### src/rtl/anahtar_genisletme_if.sv
// Key-expansion bus: key handshake in, round-key bundle and status out.
interface anahtar_genisletme_if;
  logic [127:0]  anahtar;
  logic          g_gecerli;
  logic          hazir;
  logic [1407:0] tur_anahtarlari;
  logic          c_gecerli;

  modport master (
    output anahtar, g_gecerli,
    input  hazir, tur_anahtarlari, c_gecerli
  );

  modport slave (
    input  anahtar, g_gecerli,
    output hazir, tur_anahtarlari, c_gecerli
  );
endinterface

### src/rtl/anahtar_genisletme.sv
// AES-128 key expansion: one round key per cycle, all eleven round keys
// presented together on the bus once c_gecerli rises.
module anahtar_genisletme (
  input logic               clk,
  input logic               rst,
  anahtar_genisletme_if.slave bus
);

  typedef enum logic [1:0] {
    BOS      = 2'd0,
    GENISLET = 2'd1,
    TAMAM    = 2'd2
  } durum_t;

  localparam logic [2047:0] SBOX = {
    128'h637c777bf26b6fc53001672bfed7ab76,
    128'hca82c97dfa5947f0add4a2af9ca472c0,
    128'hb7fd9326363ff7cc34a5e5f171d83115,
    128'h04c723c31896059a071280e2eb27b275,
    128'h09832c1a1b6e5aa0523bd6b329e32f84,
    128'h53d100ed20fcb15b6acbbe394a4c58cf,
    128'hd0efaafb434d338545f9027f503c9fa8,
    128'h51a3408f929d38f5bcb6da2110fff3d2,
    128'hcd0c13ec5f974417c4a77e3d645d1973,
    128'h60814fdc222a908846eeb814de5e0bdb,
    128'he0323a0a4906245cc2d3ac629195e479,
    128'he7c8376d8dd54ea96c56f4ea657aae08,
    128'hba78252e1ca6b4c6e8dd741f4bbd8b8a,
    128'h703eb5664803f60e613557b986c11d9e,
    128'he1f8981169d98e949b1e87e9ce5528df,
    128'h8ca1890dbfe6426841992d0fb054bb16
  };

  // Entry 0x00 sits in the most significant byte of the table.
  function automatic logic [7:0] sbox(input logic [7:0] x);
    return SBOX[(255 - int'(x)) * 8 +: 8];
  endfunction

  function automatic logic [31:0] sub_word(input logic [31:0] w);
    return {sbox(w[31:24]), sbox(w[23:16]), sbox(w[15:8]), sbox(w[7:0])};
  endfunction

  function automatic logic [7:0] rcon(input logic [3:0] r);
    logic [7:0] c;
    case (r)
      4'd1:    c = 8'h01;
      4'd2:    c = 8'h02;
      4'd3:    c = 8'h04;
      4'd4:    c = 8'h08;
      4'd5:    c = 8'h10;
      4'd6:    c = 8'h20;
      4'd7:    c = 8'h40;
      4'd8:    c = 8'h80;
      4'd9:    c = 8'h1b;
      4'd10:   c = 8'h36;
      default: c = 8'h00;
    endcase
    return c;
  endfunction

  durum_t          durum_q, durum_d;
  logic [3:0]      tur_q, tur_d;
  logic [1407:0]   rk_q, rk_d;
  logic            hazir_q, hazir_d;
  logic            c_gecerli_q, c_gecerli_d;

  logic [127:0]    onceki;
  logic [31:0]     t;
  logic [31:0]     w0, w1, w2, w3;
  logic [127:0]    yeni;

  // Previous round key is selected by the round counter, then one round derived.
  always_comb begin
    onceki = '0;
    for (int r = 1; r <= 10; r++) begin
      if (tur_q == 4'(r)) onceki = rk_q[128*(r-1) +: 128];
    end
    t    = sub_word({onceki[23:0], onceki[31:24]}) ^ {rcon(tur_q), 24'h0};
    w0   = onceki[127:96] ^ t;
    w1   = onceki[95:64]  ^ w0;
    w2   = onceki[63:32]  ^ w1;
    w3   = onceki[31:0]   ^ w2;
    yeni = {w0, w1, w2, w3};
  end

  always_comb begin
    durum_d     = durum_q;
    tur_d       = tur_q;
    rk_d        = rk_q;
    hazir_d     = hazir_q;
    c_gecerli_d = c_gecerli_q;
    case (durum_q)
      BOS, TAMAM: begin
        if (bus.g_gecerli) begin
          rk_d[127:0] = bus.anahtar;
          tur_d       = 4'd1;
          durum_d     = GENISLET;
          hazir_d     = 1'b0;
          c_gecerli_d = 1'b0;
        end
      end
      GENISLET: begin
        for (int r = 1; r <= 10; r++) begin
          if (tur_q == 4'(r)) rk_d[128*r +: 128] = yeni;
        end
        if (tur_q == 4'd10) begin
          durum_d     = TAMAM;
          hazir_d     = 1'b1;
          c_gecerli_d = 1'b1;
        end else begin
          tur_d = tur_q + 4'd1;
        end
      end
      default: begin
        durum_d     = BOS;
        tur_d       = 4'd0;
        hazir_d     = 1'b1;
        c_gecerli_d = 1'b0;
      end
    endcase
  end

  always_ff @(posedge clk or negedge rst) begin
    if (!rst) begin
      durum_q     <= BOS;
      tur_q       <= 4'd0;
      rk_q        <= '0;
      hazir_q     <= 1'b1;
      c_gecerli_q <= 1'b0;
    end else begin
      durum_q     <= durum_d;
      tur_q       <= tur_d;
      rk_q        <= rk_d;
      hazir_q     <= hazir_d;
      c_gecerli_q <= c_gecerli_d;
    end
  end

  assign bus.hazir           = hazir_q;
  assign bus.c_gecerli       = c_gecerli_q;
  assign bus.tur_anahtarlari = rk_q;

endmodule
### src/flat_wrapper.sv
// flat-port wrapper written by rule: the top's interface ports become plain ports
module anahtar_genisletme_flat 
  (clk, rst, bus_anahtar, bus_g_gecerli, bus_hazir, bus_tur_anahtarlari, bus_c_gecerli);
  anahtar_genisletme_if bus_i ();
  input logic clk;
  input logic rst;
  input wire logic [$bits(bus_i.anahtar)-1:0] bus_anahtar;
  input wire logic [$bits(bus_i.g_gecerli)-1:0] bus_g_gecerli;
  output wire logic [$bits(bus_i.hazir)-1:0] bus_hazir;
  output wire logic [$bits(bus_i.tur_anahtarlari)-1:0] bus_tur_anahtarlari;
  output wire logic [$bits(bus_i.c_gecerli)-1:0] bus_c_gecerli;
  assign bus_i.anahtar = bus_anahtar;
  assign bus_i.g_gecerli = bus_g_gecerli;
  assign bus_hazir = bus_i.hazir;
  assign bus_tur_anahtarlari = bus_i.tur_anahtarlari;
  assign bus_c_gecerli = bus_i.c_gecerli;
  anahtar_genisletme u_core (.clk(clk), .rst(rst), .bus(bus_i));
endmodule
### config.mk
export PLATFORM = sky130hd
export DESIGN_NAME = anahtar_genisletme_flat
export DESIGN_NICKNAME = d
export VERILOG_FILES = /design/src/rtl/anahtar_genisletme_if.sv /design/src/rtl/anahtar_genisletme.sv /design/src/flat_wrapper.sv
export SDC_FILE = /design/constraint.sdc
export NUM_CORES = 2
export LEC_CHECK = 0
export CORE_AREA = 2 2 592 594
export CTS_BUF_LIST = sky130_fd_sc_hd__clkbuf_8
export DETAILED_ROUTE_END_ITERATION = 6
export DIE_AREA = 0 0 594 596
export SETUP_SLACK_MARGIN = 0.1
export SLEW_MARGIN = 0
export SYNTH_ARGS = -nofsm -noshare
export SYNTH_HDL_FRONTEND = slang
export SYNTH_SLANG_ARGS = --single-unit
export TNS_END_PERCENT = 5
### constraint.sdc
create_clock -name clk -period 7.7 [get_ports clk]
set_input_delay 1.54 -clock clk [delete_from_list [all_inputs] [get_ports clk]]
set_output_delay 1.54 -clock clk [all_outputs]
set_load 0.02 [all_outputs]
==> flow_summary.json <==
{
  "area.sequential_mm2": 0.0354,
  "yosysUniqueCellTypes": 124,
  "hold_path.class": "input port to asynchronous set/reset pin",
  "dp.cells": 14700,
  "place_congestion": 1.04,
  "synth_edf_count": 0,
  "arrival_ns": 8.39,
  "relSlewSlack_pct": -1.98,
  "dpl.hpwl_um": 492000,
  "io_pins": 1541,
  "core_mm2": 0.348,
  "vias": 86200,
  "area_delta_synth_final_pct": 39.1,
  "dr.pass1.iters": 6,
  "avgRoutedWirePerCell_um": 41.8,
  "port_buffers": 1540,
  "drv_cap": 1,
  "grt_pass1_vias": 80300,
  "multi_input_area_mm2": 0.0388,
  "end_kind": "flip-flop",
  "path_buf_inv": 5,
  "max-clock-path-buffers": 4,
  "yosysSeqAreaShare_pct": 45.9,
  "critPathMaxStageDelay_ns": 0.93,
  "h-tree-depth": 5,
  "skew_ns": 0.118,
  "crit_required_ns": 8.59,
  "crit_path_max_fanout": 74,
  "fin_crit_ns": 7.50,
  "clock_latency_ns": 1.11,
  "dieArea_mm2": 0.354,
  "antenna_found_initial": 75,
  "critPathLaunchType": "flip-flop",
  "ys.flop_type": "dfrtp_1",
  "timing.final.ws_setup_ns": 0.196,
  "rr_worst_depth": 19,
  "worst_r2r_endpoint": "u_core.bus.tur_anahtarlari[1174]",
  "grt_usage_pct": 34.5,
  "finalMaxSlewViolations": 3,
  "cts-buffers-inserted": 282,
  "path_delay_family": "compound AO/OA/AOI/OAI gates",
  "drt_iter0_drc": 11800,
  "cts_tree": "done",
  "yosys_warnings": 0,
  "holdBufCountCts": 0,
  "synth_top_area_share_pct": 45.9,
  "initial_utilization_pct": 22.2,
  "clock-sinks": 1415,
  "drc": 0,
  "viasPerCell": 5.66,
  "die_h_um": 596,
  "path_class": "flip-flop to flip-flop",
  "synth.avg_cell_area_um2": 8.75,
  "layout_common_cells": "nand2_1 (1630), clkdlybuf4s50_1 (1538), o21ai_0 (1506)",
  "rr_startpoint": "u_core.tur_q[0]",
  "dp_slack_ns": -0.218,
  "violations": "max-capacitance violations, max-slew violations",
  "cpMaxStageDelayCell": "a2111oi_1",
  "synth_largest_area_cell": "dfrtp_1",
  "grt_pass1_wl_um": 824000,
  "fill_cells": 36700,
  "wl_um": 637000,
  "placementRows": 217,
  "async_reset_ff_share_pct": 100,
  "status": "finished with violations",
  "die_w_um": 594,
  "synth_area_mm2": 0.0771,
  "synth_nets": 9000,
  "fin_nets": 10600,
  "cp_common_cell": "buf_4",
  "fmaxAchievable_ghz": 0.133,
  "worstMarginPinSlew_ns": 1.53,
  "clk_pin_slew_ns": 0.06,
  "synth_area_leaders": "dfrtp_1 (46%), o21ai_0 (9.8%), nand2_1 (8.0%)",
  "fin_cells": 15200,
  "worst-r2r-setup-slack_ns": 0.20,
  "setup_viol": 0,
  "grt-ovfl-total": 0,
  "detail-route-antenna-nets": 0,
  "cp_cell_sequence": "ha_4 -> buf_12 -> nor2b_2 -> a21oi_1 -> o211ai_2 -> nand3_2 -> inv_2 -> buf_4 -> nor2_1 -> a211oi_1 -> a211oi_1 -> a2111oi_1 -> nor3_2 -> buf_4 -> xnor2_2 -> mux2i_2 -> buf_4 -> a21oi_1 -> a211o_1",
  "synth-seq-cells": 1415,
  "grt_max_degree": 158,
  "cts-root-buf": "clkbuf_8",
  "cts_setup_buffers": 0,
  "period_share_pct": 97.4,
  "rsz0062_at_grt": "no",
  "drive_gt1_share_pct": 13.8,
  "final_common_cell": "nand2_1",
  "hold_viol": 0,
  "synthCells": 8808
}
[per-stage QoR]
stage               hold WS (ns)  TNS, ns  util, %  area (um2)
floorplan                  0.507        0        -       77100
global placement           0.461    -1.61     29.1      101000
detailed placement         0.469    -1.60     29.1      101000
CTS                        0.352        0     30.8      107000
global route               0.424        0     30.8      107000
finish                     0.392        0     30.8      107000
[worst reg2reg max path, stage by stage (launching register included)]
cell	delay, ns
dfrtp_1	0.53
ha_4	0.29
buf_12	0.35
nor2b_2	0.69
a21oi_1	0.18
o211ai_2	0.88
nand3_2	0.25
inv_2	0.44
buf_4	0.48
nor2_1	0.26
a211oi_1	0.53
a211oi_1	0.13
a2111oi_1	0.93
nor3_2	0.14
buf_4	0.20
xnor2_2	0.27
mux2i_2	0.25
buf_4	0.19
a21oi_1	0.08
a211o_1	0.30
[routing by layer]
| metal | track usage [%] | up-vias | part of all wire (%) |
|---|---|---|---|
| met5 | 0 | - | 0.029 |
| met4 | 28.7 | 30 | 9.8 |
| met3 | 12.4 | 1376 | 12 |
| met2 | 50.5 | 6334 | 42 |
| met1 | 40.5 | 43100 | 37 |
| li1 | - | 35300 | - |
[cells in the mapped netlist, types with 23 or more instances]
master / number
nand2_1: 1645
o21ai_0: 1508
dfrtp_1: 1414
clkbuf_1: 501
a21oi_1: 406
nor2_1: 353
o211ai_1: 243
buf_2: 240
a22oi_1: 188
nor3_1: 137
mux2_2: 136
nand3_1: 134
xnor2_1: 124
a31oi_1: 105
a221oi_1: 102
o22ai_1: 101
a211oi_1: 91
o21ai_1: 90
o221ai_1: 68
buf_4: 63
ha_1: 61
a311oi_1: 60
inv_1: 58
mux2i_1: 50
buf_1: 49
o311ai_0: 47
nor2b_1: 45
nand3b_1: 42
xor2_1: 42
o31ai_1: 36
a211o_1: 32
a221o_1: 30
nand4_1: 30
a2111oi_0: 28
nand2b_1: 24
nor3b_1: 23
[flip-flops by register name, indices dropped and copies added, names as in the netlist]
register / count
u_core.bus.c_gecerli: 1
u_core.bus.hazir: 1
u_core.bus.tur_anahtarlari: 1408
u_core.durum_q: 1
u_core.tur_q: 4
[final cells by class]
type / count / share of cell area [%]
diodes: 38 / 0.0887
clock inverters: 143 / 1.04
multi-input cells: 6452 / 36.2
repair buffers: 2178 / 19.7
clock buffers: 338 / 4.34
well taps: 4599 / 5.37
flip-flops and latches: 1415 / 33.0
inverters: 65 / 0.228
[worst max path at each step]
stage	to	startpoint	cells after the start
2_1_floorplan	u_core.bus.tur_anahtarlari[1027]	u_core.tur_q[0]	27
3_3_place_gp	u_core.bus.tur_anahtarlari[332]	u_core.tur_q[0]	16
3_5_place_dp	u_core.bus.tur_anahtarlari[1356]	u_core.tur_q[0]	16
4_1_cts	u_core.bus.tur_anahtarlari[332]	u_core.tur_q[0]	18
5_1_grt	u_core.bus.tur_anahtarlari[1292]	u_core.tur_q[0]	18
6_report	u_core.bus.tur_anahtarlari[1174]	u_core.tur_q[0]	19
[cell families after synthesis]
family          share of synthesized area [%]
compound gates                           28.1
xor+xnor                                 2.37
mux                                      2.78
flops                                    45.9
buf+inv                                  5.49
fa+ha+maj                               0.990
simple gates                             14.3
[repair_timing]
item	in CTS	in global routing
gates cloned	0	0
setup endpoints to repair	18	38
gates resized for setup	1	4
Power is left out: the tool's default activity adds up to more than one toggle a clock period on the data nets, which glitch-free logic cannot reach.
